### config.mk
export PLATFORM = sky130hd
export DESIGN_NAME = nussinov_core
export DESIGN_NICKNAME = d
export VERILOG_FILES = /design/src/rtl/nussinov_pkg.sv /design/src/rtl/nussinov_cell_update.sv /design/src/rtl/nussinov_core.sv
export SDC_FILE = /design/constraint.sdc
export NUM_CORES = 1
export LEC_CHECK = 0
export BUFFER_PORTS_ARGS = -buffer_cell sky130_fd_sc_hd__buf_4
export CORE_MARGIN = 2
export CORE_UTILIZATION = 30
export DETAILED_ROUTE_END_ITERATION = 10
export GPL_ROUTABILITY_DRIVEN = 0
export PLACE_DENSITY = 0.55
export SYNTH_ARGS = -nofsm -noshare
export SYNTH_HDL_FRONTEND = slang
export SYNTH_HIERARCHICAL = 1
export SYNTH_SLANG_ARGS = --single-unit
### constraint.sdc
create_clock -name ap_clk -period 9.6 [get_ports ap_clk]
set_input_delay 1.92 -clock ap_clk [delete_from_list [all_inputs] [get_ports ap_clk]]
set_output_delay 1.92 -clock ap_clk [all_outputs]
set_load 0.01 [all_outputs]
### src/rtl/nussinov_pkg.sv
// nussinov_pkg: shared table sizes, FSM encoding and scoring helpers for the Nussinov engine.
// Optional build macro NUSSINOV_CYCLE_CNT_EN is consumed by nussinov_core, not here.
package nussinov_pkg;

  localparam int N        = 64;
  localparam int ADDR_WID = 12;
  localparam int DATA_WID = 32;
  localparam int IDX_WID  = 7;

  typedef logic [IDX_WID-1:0]         idx_t;
  typedef logic signed [DATA_WID-1:0] data_t;

  typedef enum logic [3:0] {
    ST_IDLE,
    ST_LD0,
    ST_LD1,
    ST_CMB,
    ST_KRD,
    ST_KACC,
    ST_WR,
    ST_NXT,
    ST_FIN
  } state_t;

  // Nucleotide code of position idx: (idx+1) mod 4.
  function automatic logic [1:0] seq_of(input idx_t idx);
    return 2'(idx + idx_t'(1));
  endfunction

  function automatic logic match(input logic [1:0] a, input logic [1:0] b);
    return ({1'b0, a} + {1'b0, b}) == 3'd3;
  endfunction

  function automatic data_t smax(input data_t a, input data_t b);
    return (a > b) ? a : b;
  endfunction

  // Row-major word address; stride is the table dimension.
  function automatic logic [ADDR_WID-1:0] addr_of(input idx_t i, input idx_t j, input int stride);
    return ADDR_WID'(int'(i) * stride + int'(j));
  endfunction

endpackage

### src/rtl/nussinov_cell_update.sv
// nussinov_cell_update: initial cell value = signed max of the three neighbours and the
// diagonal neighbour plus the optional pairing bonus.
module nussinov_cell_update
  import nussinov_pkg::*;
(
  input  data_t t_ij,
  input  data_t t_ijm1,
  input  data_t t_ip1j,
  input  data_t t_ip1jm1,
  input  logic  bonus,
  output data_t v
);

  data_t diag;

  always_comb begin
    diag = t_ip1jm1 + (bonus ? data_t'(1) : data_t'(0));
    v    = smax(smax(t_ij, t_ijm1), smax(t_ip1j, diag));
  end

endmodule

### src/rtl/nussinov_core.sv
// nussinov_core: sequential Nussinov DP over an external RAM with two 1-cycle-latency ports.
// Define NUSSINOV_CYCLE_CNT_EN to add the cycle_count output.
module nussinov_core
  import nussinov_pkg::*;
#(
  parameter int TBL_N = N
) (
  input  logic                ap_clk,
  input  logic                ap_rst_n,
  input  logic                ap_start,
  output logic                ap_done,
  output logic                ap_idle,
  output logic                ap_ready,
  output logic [ADDR_WID-1:0] table_r_address0,
  output logic                table_r_ce0,
  output logic                table_r_we0,
  output logic [DATA_WID-1:0] table_r_d0,
  input  logic [DATA_WID-1:0] table_r_q0,
  output logic [ADDR_WID-1:0] table_r_address1,
  output logic                table_r_ce1,
  output logic                table_r_we1,
  output logic [DATA_WID-1:0] table_r_d1,
  input  logic [DATA_WID-1:0] table_r_q1
`ifdef NUSSINOV_CYCLE_CNT_EN
  ,
  output logic [31:0]         cycle_count
`endif
);

  state_t state_q, state_d;
  idx_t   i_q, j_q, k_q;
  idx_t   ip1, jm1, kp1;
  logic   bonus;
  data_t  t_ij_q, t_ijm1_q, v_q;
  data_t  cell_v, ksum;

  assign ip1   = i_q + idx_t'(1);
  assign jm1   = j_q - idx_t'(1);
  assign kp1   = k_q + idx_t'(1);
  assign bonus = (j_q != ip1) && match(seq_of(i_q), seq_of(j_q));
  assign ksum  = data_t'(table_r_q0) + data_t'(table_r_q1);

  nussinov_cell_update u_cell (
    .t_ij     (t_ij_q),
    .t_ijm1   (t_ijm1_q),
    .t_ip1j   (data_t'(table_r_q0)),
    .t_ip1jm1 (data_t'(table_r_q1)),
    .bonus    (bonus),
    .v        (cell_v)
  );

  // Control: state and loop indices
  always_ff @(posedge ap_clk or negedge ap_rst_n) begin
    if (!ap_rst_n) begin
      state_q <= ST_IDLE;
      i_q     <= '0;
      j_q     <= '0;
      k_q     <= '0;
    end else begin
      state_q <= state_d;
      case (state_q)
        ST_IDLE: begin
          if (ap_start) begin
            i_q <= idx_t'(TBL_N - 2);
            j_q <= idx_t'(TBL_N - 1);
          end
        end
        ST_CMB:  k_q <= ip1;
        ST_KACC: k_q <= kp1;
        ST_NXT: begin
          // End of row: the next row starts right above the diagonal at column old i.
          if (j_q == idx_t'(TBL_N - 1)) begin
            i_q <= i_q - idx_t'(1);
            j_q <= i_q;
          end else begin
            j_q <= j_q + idx_t'(1);
          end
        end
        default: ;
      endcase
    end
  end

  // Data: captured reads and running maximum
  always_ff @(posedge ap_clk) begin
    case (state_q)
      ST_LD1: begin
        t_ij_q   <= data_t'(table_r_q0);
        t_ijm1_q <= data_t'(table_r_q1);
      end
      ST_CMB:  v_q <= cell_v;
      ST_KACC: v_q <= smax(v_q, ksum);
      default: ;
    endcase
  end

  always_comb begin
    state_d          = state_q;
    table_r_address0 = '0;
    table_r_ce0      = 1'b0;
    table_r_we0      = 1'b0;
    table_r_d0       = '0;
    table_r_address1 = '0;
    table_r_ce1      = 1'b0;
    table_r_we1      = 1'b0;
    table_r_d1       = '0;
    ap_done          = 1'b0;
    case (state_q)
      ST_IDLE: if (ap_start) state_d = ST_LD0;
      ST_LD0: begin
        table_r_ce0      = 1'b1;
        table_r_ce1      = 1'b1;
        table_r_address0 = addr_of(i_q, j_q, TBL_N);
        table_r_address1 = addr_of(i_q, jm1, TBL_N);
        state_d          = ST_LD1;
      end
      ST_LD1: begin
        table_r_ce0      = 1'b1;
        table_r_ce1      = 1'b1;
        table_r_address0 = addr_of(ip1, j_q, TBL_N);
        table_r_address1 = addr_of(ip1, jm1, TBL_N);
        state_d          = ST_CMB;
      end
      ST_CMB: state_d = (j_q == ip1) ? ST_WR : ST_KRD;
      ST_KRD: begin
        table_r_ce0      = 1'b1;
        table_r_ce1      = 1'b1;
        table_r_address0 = addr_of(i_q, k_q, TBL_N);
        table_r_address1 = addr_of(kp1, j_q, TBL_N);
        state_d          = ST_KACC;
      end
      ST_KACC: state_d = (kp1 < j_q) ? ST_KRD : ST_WR;
      ST_WR: begin
        table_r_ce0      = 1'b1;
        table_r_we0      = 1'b1;
        table_r_address0 = addr_of(i_q, j_q, TBL_N);
        table_r_d0       = v_q;
        state_d          = ST_NXT;
      end
      ST_NXT: begin
        if (j_q == idx_t'(TBL_N - 1) && i_q == '0) state_d = ST_FIN;
        else                                       state_d = ST_LD0;
      end
      ST_FIN: begin
        ap_done = 1'b1;
        state_d = ST_IDLE;
      end
      default: state_d = ST_IDLE;
    endcase
  end

  assign ap_idle  = (state_q == ST_IDLE);
  assign ap_ready = ap_done;

`ifdef NUSSINOV_CYCLE_CNT_EN
  logic [31:0] cyc_q;

  always_ff @(posedge ap_clk or negedge ap_rst_n) begin
    if (!ap_rst_n) begin
      cyc_q <= '0;
    end else if (state_q == ST_IDLE) begin
      if (ap_start) cyc_q <= '0;
    end else begin
      cyc_q <= cyc_q + 32'd1;
    end
  end

  assign cycle_count = cyc_q;
`endif

endmodule

==> results of run 1 <==
[sequential cells by signal, indices dropped and copies added (netlist names)]
register  count
state_q       4
i_q           7
v_q          32
j_q           7
k_q           7
t_ijm1_q     32
t_ij_q       32
[power breakdown]
| part | internal, W | leakage (nW) | switching [W] | total (W) |
|---|---|---|---|---|
| clock network | 0.000405 | 0.279 | 0.000249 | 0.000653 |
| logic | 0.00103 | 5.74 | 0.00148 | 0.00251 |
| registers | 0.000797 | 1.16 | 0.000173 | 0.000970 |
[logic make-up after synthesis]
group                    synth area share [%]
multiplexers                             8.44
AND/OR/NAND/NOR                          16.6
XOR/XNOR                                 7.13
other                                  0.0283
adder cells (fa/ha/maj)                  17.3
AO/OA/AOI/OAI                            16.5
flip-flops                               26.4
buffers and inverters                    7.60
[synthesized netlist by cell type, drive strengths merged, types with 47 or more instances]
master | instances | area share (%)
a21oi | 81 | 3.2
inv | 132 | 3.7
nor2 | 65 | 1.8
edfxtp | 96 | 22
xnor2 | 55 | 3.6
ha | 179 | 17
o21ai | 90 | 3.4
xor2 | 47 | 3.2
mux2i | 68 | 5.1
nand3 | 59 | 2.2
nand2 | 128 | 3.6
buf | 48 | 2.9
and3 | 52 | 2.6
[layer usage]
| metal | up-vias | GRT usage, % | wire length [um] |
|---|---|---|---|
| li1 | 5601 | - | - |
| met1 | 5589 | 24.9 | 20200 |
| met2 | 283 | 32.1 | 21100 |
| met3 | 39 | 2.72 | 1930 |
| met4 | 0 | 4.79 | 836 |
| met5 | - | 0 | 0 |
[metrics by stage]
stage	util (%)	area [um2]	hold WS [ns]
floorplan	-	13400	0.512
CTS	35.0	15400	0.589
global placement	33.7	14800	0.547
finish	35.0	15400	0.585
detailed placement	33.7	14800	0.571
global route	35.0	15400	0.621
[worst register-to-register path: cells and delay by family, from the launching register on]
kind / cells / cell delay (ns)
DFF: 1 / 0.49
adders and majority gates: 6 / 1.97
xor gates and xnor gates: 2 / 0.30
and+or+nand+nor: 13 / 2.34
buffers and inverters: 7 / 1.30
AOI/OAI and AO/OA: 8 / 1.77
muxes: 2 / 0.47
[path summary, 6_finish.rpt]
| check | from | slack [ns] | depth (start not counted) | end |
|---|---|---|---|---|
| min in group asynchronous | ap_rst_n | 1.39 | 1 | i_q[6] |
| hold reg to reg | k_q[3] | 0.58 | 2 | k_q[3] |
| max in group asynchronous | ap_rst_n | 7.94 | 1 | state_q[1] |
| setup reg to reg | i_q[0] | 0.68 | 38 | v_q[29] |
| hold / removal | k_q[3] | 0.58 | 2 | k_q[3] |
| setup / recovery | i_q[0] | 0.68 | 38 | v_q[29] |
[area by class of cell]
type | count | area, um2
Multi-Input combinational cell | 1178 | 8920
Clock inverter | 10 | 126
Sequential cell | 121 | 3510
Clock buffer | 22 | 444
Timing Repair Buffer | 149 | 1140
Fill cell | 4546 | 28500
Tap cell | 592 | 741
Inverter | 133 | 499
==> flow_summary.ini, run 1 <==
[outcome]
outcome = completed

[yosys]
yosys_warnings = 6
synth_seq_cells = 121
synth_top_flop_cell = sky130_fd_sc_hd__edfxtp_1
synth-async-reset-ratio_pct = 20.7
netlist_area_um2 = 13300
synth.yosys.seq_area_share_pct = 26.4
synth-edff-count = 96
mean_area_per_synthesized_cell_um2 = 8.96
synth_cells = 1481
yosys.cell_types.count = 89

[detailed_routing]
final_antenna_net_count = 0
firstDrtPassIters = 5
routed-via-count = 11512
first_iter_violations = 831
drc_errors = 0
ratio_of_routed_vias_to_standard_cells = 5.22
avgRoutedWirePerCell_um = 20.0
detail_route.wirelength_um = 44100

[critical_path]
critical_path.top_delay_family = simple AND/OR/NAND/NOR gates
setup.worst_path.class = reg -> reg
timing.critical_path.mode_cell = sky130_fd_sc_hd__ha_1
cp.buffers_inverters = 7
cp.arrival_ns = 9.10
worstSetupStartpointType = flop
crit_path_max_incr_delay_ns = 0.49
worst_setup_path_end_kind = flop
worst_ep_required_time_ns = 9.78
cp_slowest_cell = sky130_fd_sc_hd__dfrtp_1
cp_max_fo = 16

[clocking]
cts_hold_buffers = 0
cts_tree = built
cts_buffers = 17
cts-root-buf = sky130_fd_sc_hd__clkbuf_16
worst_skew_pair.late_latency_ns = 0.44
tritoncts_num_sinks = 121
cts_resized = 0
ctsHtreeMaxLevel = 4
cts.repair_timing.setup_buffer_count = 0
cts_buffer_depth = 2
clk_pin_slew_ns = 0.06

[sta]
timing.final.hold_violations = 0
tightest_slew_ns = 0.980
finalCritPeriodShare_pct = 92.9
timing.clock.skew_ns = 0.0143
grt_setup_unrepaired = no
fmax_ghz = 0.112
finalMaxSlewViolations = 0
max-slew-margin-rel_pct = 34.2
setup_tns_ns = 0
final_critical_path_setup_slack_ns = 0.681
setup_viol_count_final = 0
finalWorstPathRequiredPeriod_ns = 8.92

[global_route]
grt_max_degree = 74
grt_pass1_vias = 11343
number_of_antenna_violations_at_the_first_check_in_global_routing = 0
grt_pass1_wl_um = 66800
gr-usage-all-layers_pct = 18.8
overflow = 0

[cells_and_area]
most_frequent_cells_in_the_layout = sky130_fd_sc_hd__ha_1 (178), sky130_fd_sc_hd__buf_4 (147), sky130_fd_sc_hd__inv_1 (131)
layout.cells.most_common = sky130_fd_sc_hd__ha_1
instances_no_fill = 2205
syn2layout_area_growth_pct = 15.9
layout.nets = 1848
layout_cells_sized_above_1_pct = 15.1
antenna-diode-count = 0

[run]
timing.max_cap.violations = 0

[die]
die_width_um = 214
placementRows = 77
die_area_um2 = 45900
top_level_ports = 162
core_area_um2 = 43900
initial_utilization_pct = 30.2
chipHeight_um = 214

[placed_design]
port-buffer-count = 128
post-dp-hpwl_um = 35200
post-place-cells = 2173
pre_cts_ws_ns = 0.749

[worst_hold_path]
hold_path.class = reg -> reg

[pwr]
leakagePower_nw = 7.18
power-per-cell-area_nw_per_um2 = 269
total_power_w = 0.00414
vdd_ir_drop_max_mv = 0.164
Power figures use the tool's default switching activity.
==> run 2, diff against run 1 <==
--- a/config.mk
+++ b/config.mk
@@ -5,6 +5,7 @@
 export SDC_FILE = /design/constraint.sdc
 export NUM_CORES = 1
 export LEC_CHECK = 0
+export ABC_AREA = 1
 export BUFFER_PORTS_ARGS = -buffer_cell sky130_fd_sc_hd__buf_4
 export CORE_MARGIN = 2
 export CORE_UTILIZATION = 30
==> run 2 against run 1 <==
Clock-buffer cell count shrank 4. Via count rose by 24%. Cell area up 5.4%. Power up 15%. Die area grew 5.9%. Clock skew increased by 0.0038 ns. Routed wire length up 13%. Register-to-register slack worse by 0.18 ns. Largest power group unchanged. Highest routed layer unchanged.
==> flow_summary.ini, run 2 <==
[yosys]
synth-edff-count = 96
synth_seq_cells = 121
post-synth-top-count-cell = sky130_fd_sc_hd__nand2_1
mean_area_per_synthesized_cell_um2 = 6.88
yosys_warnings = 6
netlist_area_um2 = 14100
synthTopCellsByCount = sky130_fd_sc_hd__nand2_1 (551), sky130_fd_sc_hd__inv_1 (298), sky130_fd_sc_hd__ha_1 (179)
synth_cells = 2045
synth_top_flop_cell = sky130_fd_sc_hd__edfxtp_1
leading_area_contributor_after_synthesis = sky130_fd_sc_hd__edfxtp_1
ys_top_cells_by_area = sky130_fd_sc_hd__edfxtp_1 (20%), sky130_fd_sc_hd__ha_1 (16%), sky130_fd_sc_hd__nand2_1 (15%)
netlist.area_leader.share_pct = 20.5
yosys.cell_types.count = 54
synth-async-reset-ratio_pct = 20.7
synth.yosys.seq_area_share_pct = 24.9

[cells_and_area]
syn2layout_area_growth_pct = 15.3
layout_cells_sized_above_1_pct = 10.4
antenna-diode-count = 0
layout.core_utilization_pct = 34.9
most_frequent_cells_in_the_layout = sky130_fd_sc_hd__nand2_1 (551), sky130_fd_sc_hd__inv_1 (296), sky130_fd_sc_hd__ha_1 (179)
fillers = 4987
layout.cells.most_common = sky130_fd_sc_hd__nand2_1
area_taken_by_multi_input_logic_gates_um2 = 9070
instances_no_fill = 2780
reg.largest.list = t_ij_q x32, t_ijm1_q x32, v_q x32
finish.instance_area_um2 = 16200
area.sequential_um2 = 3510
layout.nets = 2408

[global_route]
overflow = 0
gr-usage-all-layers_pct = 20.6
grt_pass1_vias = 13708
grt_max_degree = 56
number_of_antenna_violations_at_the_first_check_in_global_routing = 0
grt_pass1_wl_um = 76400

[critical_path]
worst_setup_path_end_kind = flop
worstSetupStartpointType = flop
cp.buffers_inverters = 9
timing.critical_path.depth = 45
worst-r2r-cell-count = 45
worst_ep_required_time_ns = 9.77
timing.rr.start = i_q[0]
cp_max_fo = 19
critical_path.top_delay_family = simple AND/OR/NAND/NOR gates
timing.critical_path.mode_cell = sky130_fd_sc_hd__nand2_1
cp_slowest_cell = sky130_fd_sc_hd__ha_1
setup.worst_path.class = reg -> reg
cp.arrival_ns = 9.26
r2r_end = v_q[18]
crit_path_max_incr_delay_ns = 0.50
r2r_setup_slack_ns = 0.50

[clocking]
worst_skew_pair.late_latency_ns = 0.47
cts_tree = built
cts_buffers = 17
tritoncts_num_sinks = 121
cts-root-buf = sky130_fd_sc_hd__clkbuf_16
cts_hold_buffers = 0
ctsHtreeMaxLevel = 4
clk_pin_slew_ns = 0.06
cts_buffer_depth = 2

[worst_hold_path]
worstHoldPathCells = 2
worst_hold_startpoint = k_q[4]
min_delay_worst_endpoint = k_q[4]
hold_path.class = reg -> reg

[sta]
max-slew-margin-rel_pct = 29.3
fmax_ghz = 0.110
grt_setup_unrepaired = no
hold_ws_ns = 0.518
finalMaxSlewViolations = 0
finalCritPeriodShare_pct = 94.8
setup_viol_count_final = 0
tightest_slew_ns = 1.06
finalWorstPathRequiredPeriod_ns = 9.10
timing.final.hold_violations = 0
timing.clock.skew_ns = 0.0181

[die]
top_level_ports = 162
die_area_um2 = 48600
placementRows = 79
die_width_um = 221
chipHeight_um = 221
core_area_um2 = 46500
initial_utilization_pct = 30.3

[placed_design]
post-place-cells = 2743
port-buffer-count = 128
post-dp-hpwl_um = 40100
detailed_place.area_um2 = 15500

[outcome]
outcome = completed

[run]
timing.max_cap.violations = 0

[detailed_routing]
avgRoutedWirePerCell_um = 18.0
routed-via-count = 14314
firstDrtPassIters = 5
detail_route.wirelength_um = 50000
first_iter_violations = 1242
ratio_of_routed_vias_to_standard_cells = 5.15
drc_errors = 0
final_antenna_net_count = 0

[pwr]
leakagePower_nw = 8.33
power-per-cell-area_nw_per_um2 = 293
vdd_ir_drop_max_mv = 0.143
-- run 2: changes by cell type after synthesis, sizes merged, moves of 15 or more --
cell,change
a21o,-30
a21oi,+20
and2,+34
and3,-51
inv,+174
mux2,-30
mux2i,-68
nand2,+434
nand3,+100
nand4,+64
nor2,+98
xnor2,-32
xor2,-15
-- run 2: logic make-up (layout without fill, tap and decap cells) --
logic type | count (synthesis) | after routing | synth area share [%]
AOI/OAI and AO/OA | 250 | 250 | 10.3
xor gates and xnor gates | 55 | 55 | 3.48
adders and majority gates | 181 | 181 | 16.2
buffers and inverters | 390 | 485 | 11.7
DFF | 121 | 121 | 24.9
other | 1 | 33 | 0.0267
and+or+nand+nor | 1047 | 1048 | 33.4
-- run 2: repair_timing --
item,4_1_cts,5_1_grt
setup buffers,2,1
setup endpoints to repair,29,32
pin swaps,1,1
cloned,1,1
resized for setup,3,4
-- run 2: how the worst max path moves through the flow --
stage / from / endpoint / slack (ns)
after floorplan: table_r_q1[0] / v_q[13] / 2.62
after global placement: i_q[0] / v_q[18] / 0.08
after detailed placement: i_q[0] / v_q[18] / -0.11
after CTS: i_q[0] / v_q[18] / 0.09
after global routing: i_q[0] / v_q[7] / 0.01
final: i_q[0] / v_q[18] / 0.50
-- run 2: tightest hold or removal path, delay by kind of cell (launching register included) --
family / cells / cell delay (ns)
compound gates: 1 / 0.06
flops: 1 / 0.36
simple gates: 1 / 0.06
-- run 2: where the power goes --
part / internal [W] / leakage [nW] / switching, W / total, W
Combinational: 0.00109 / 6.86 / 0.00199 / 0.00308
Sequential: 0.000827 / 1.17 / 0.000149 / 0.000976
Clock: 0.000430 / 0.295 / 0.000270 / 0.000700
Total: 0.00235 / 8.33 / 0.00241 / 0.00476
-- run 2: stage by stage --
step / worst slack (ns) / TNS (ns) / power [W]
6_report: 0.502 / 0 / 0.00476
5_1_grt: 0.0125 / 0 / 0.00518
4_1_cts: 0.0921 / 0 / 0.00471
3_5_place_dp: -0.107 / -0.695 / 0.00394
3_3_place_gp: 0.0800 / 0 / 0.00391
2_1_floorplan: 2.62 / 0 / 0.00295
-- run 2: layout make-up --
cell class,count,area share [%]
inverter,307,7.13
clock buffer,18,2.65
multi-input combinational,1567,55.9
tap,607,4.68
sequential,121,21.6
clock inverter,14,1.11
timing repair buffer,145,6.81
timing repair inverter,1,0.0463
-- run 2: layer usage --
metal  routed length (um)  up-vias  track usage [%]
li1                     -     6983                -
met1                22400     6740             27.1
met2                23400      516             34.6
met3                 2820       75             2.65
met4                 1330        0             7.27
met5                    0        -                0
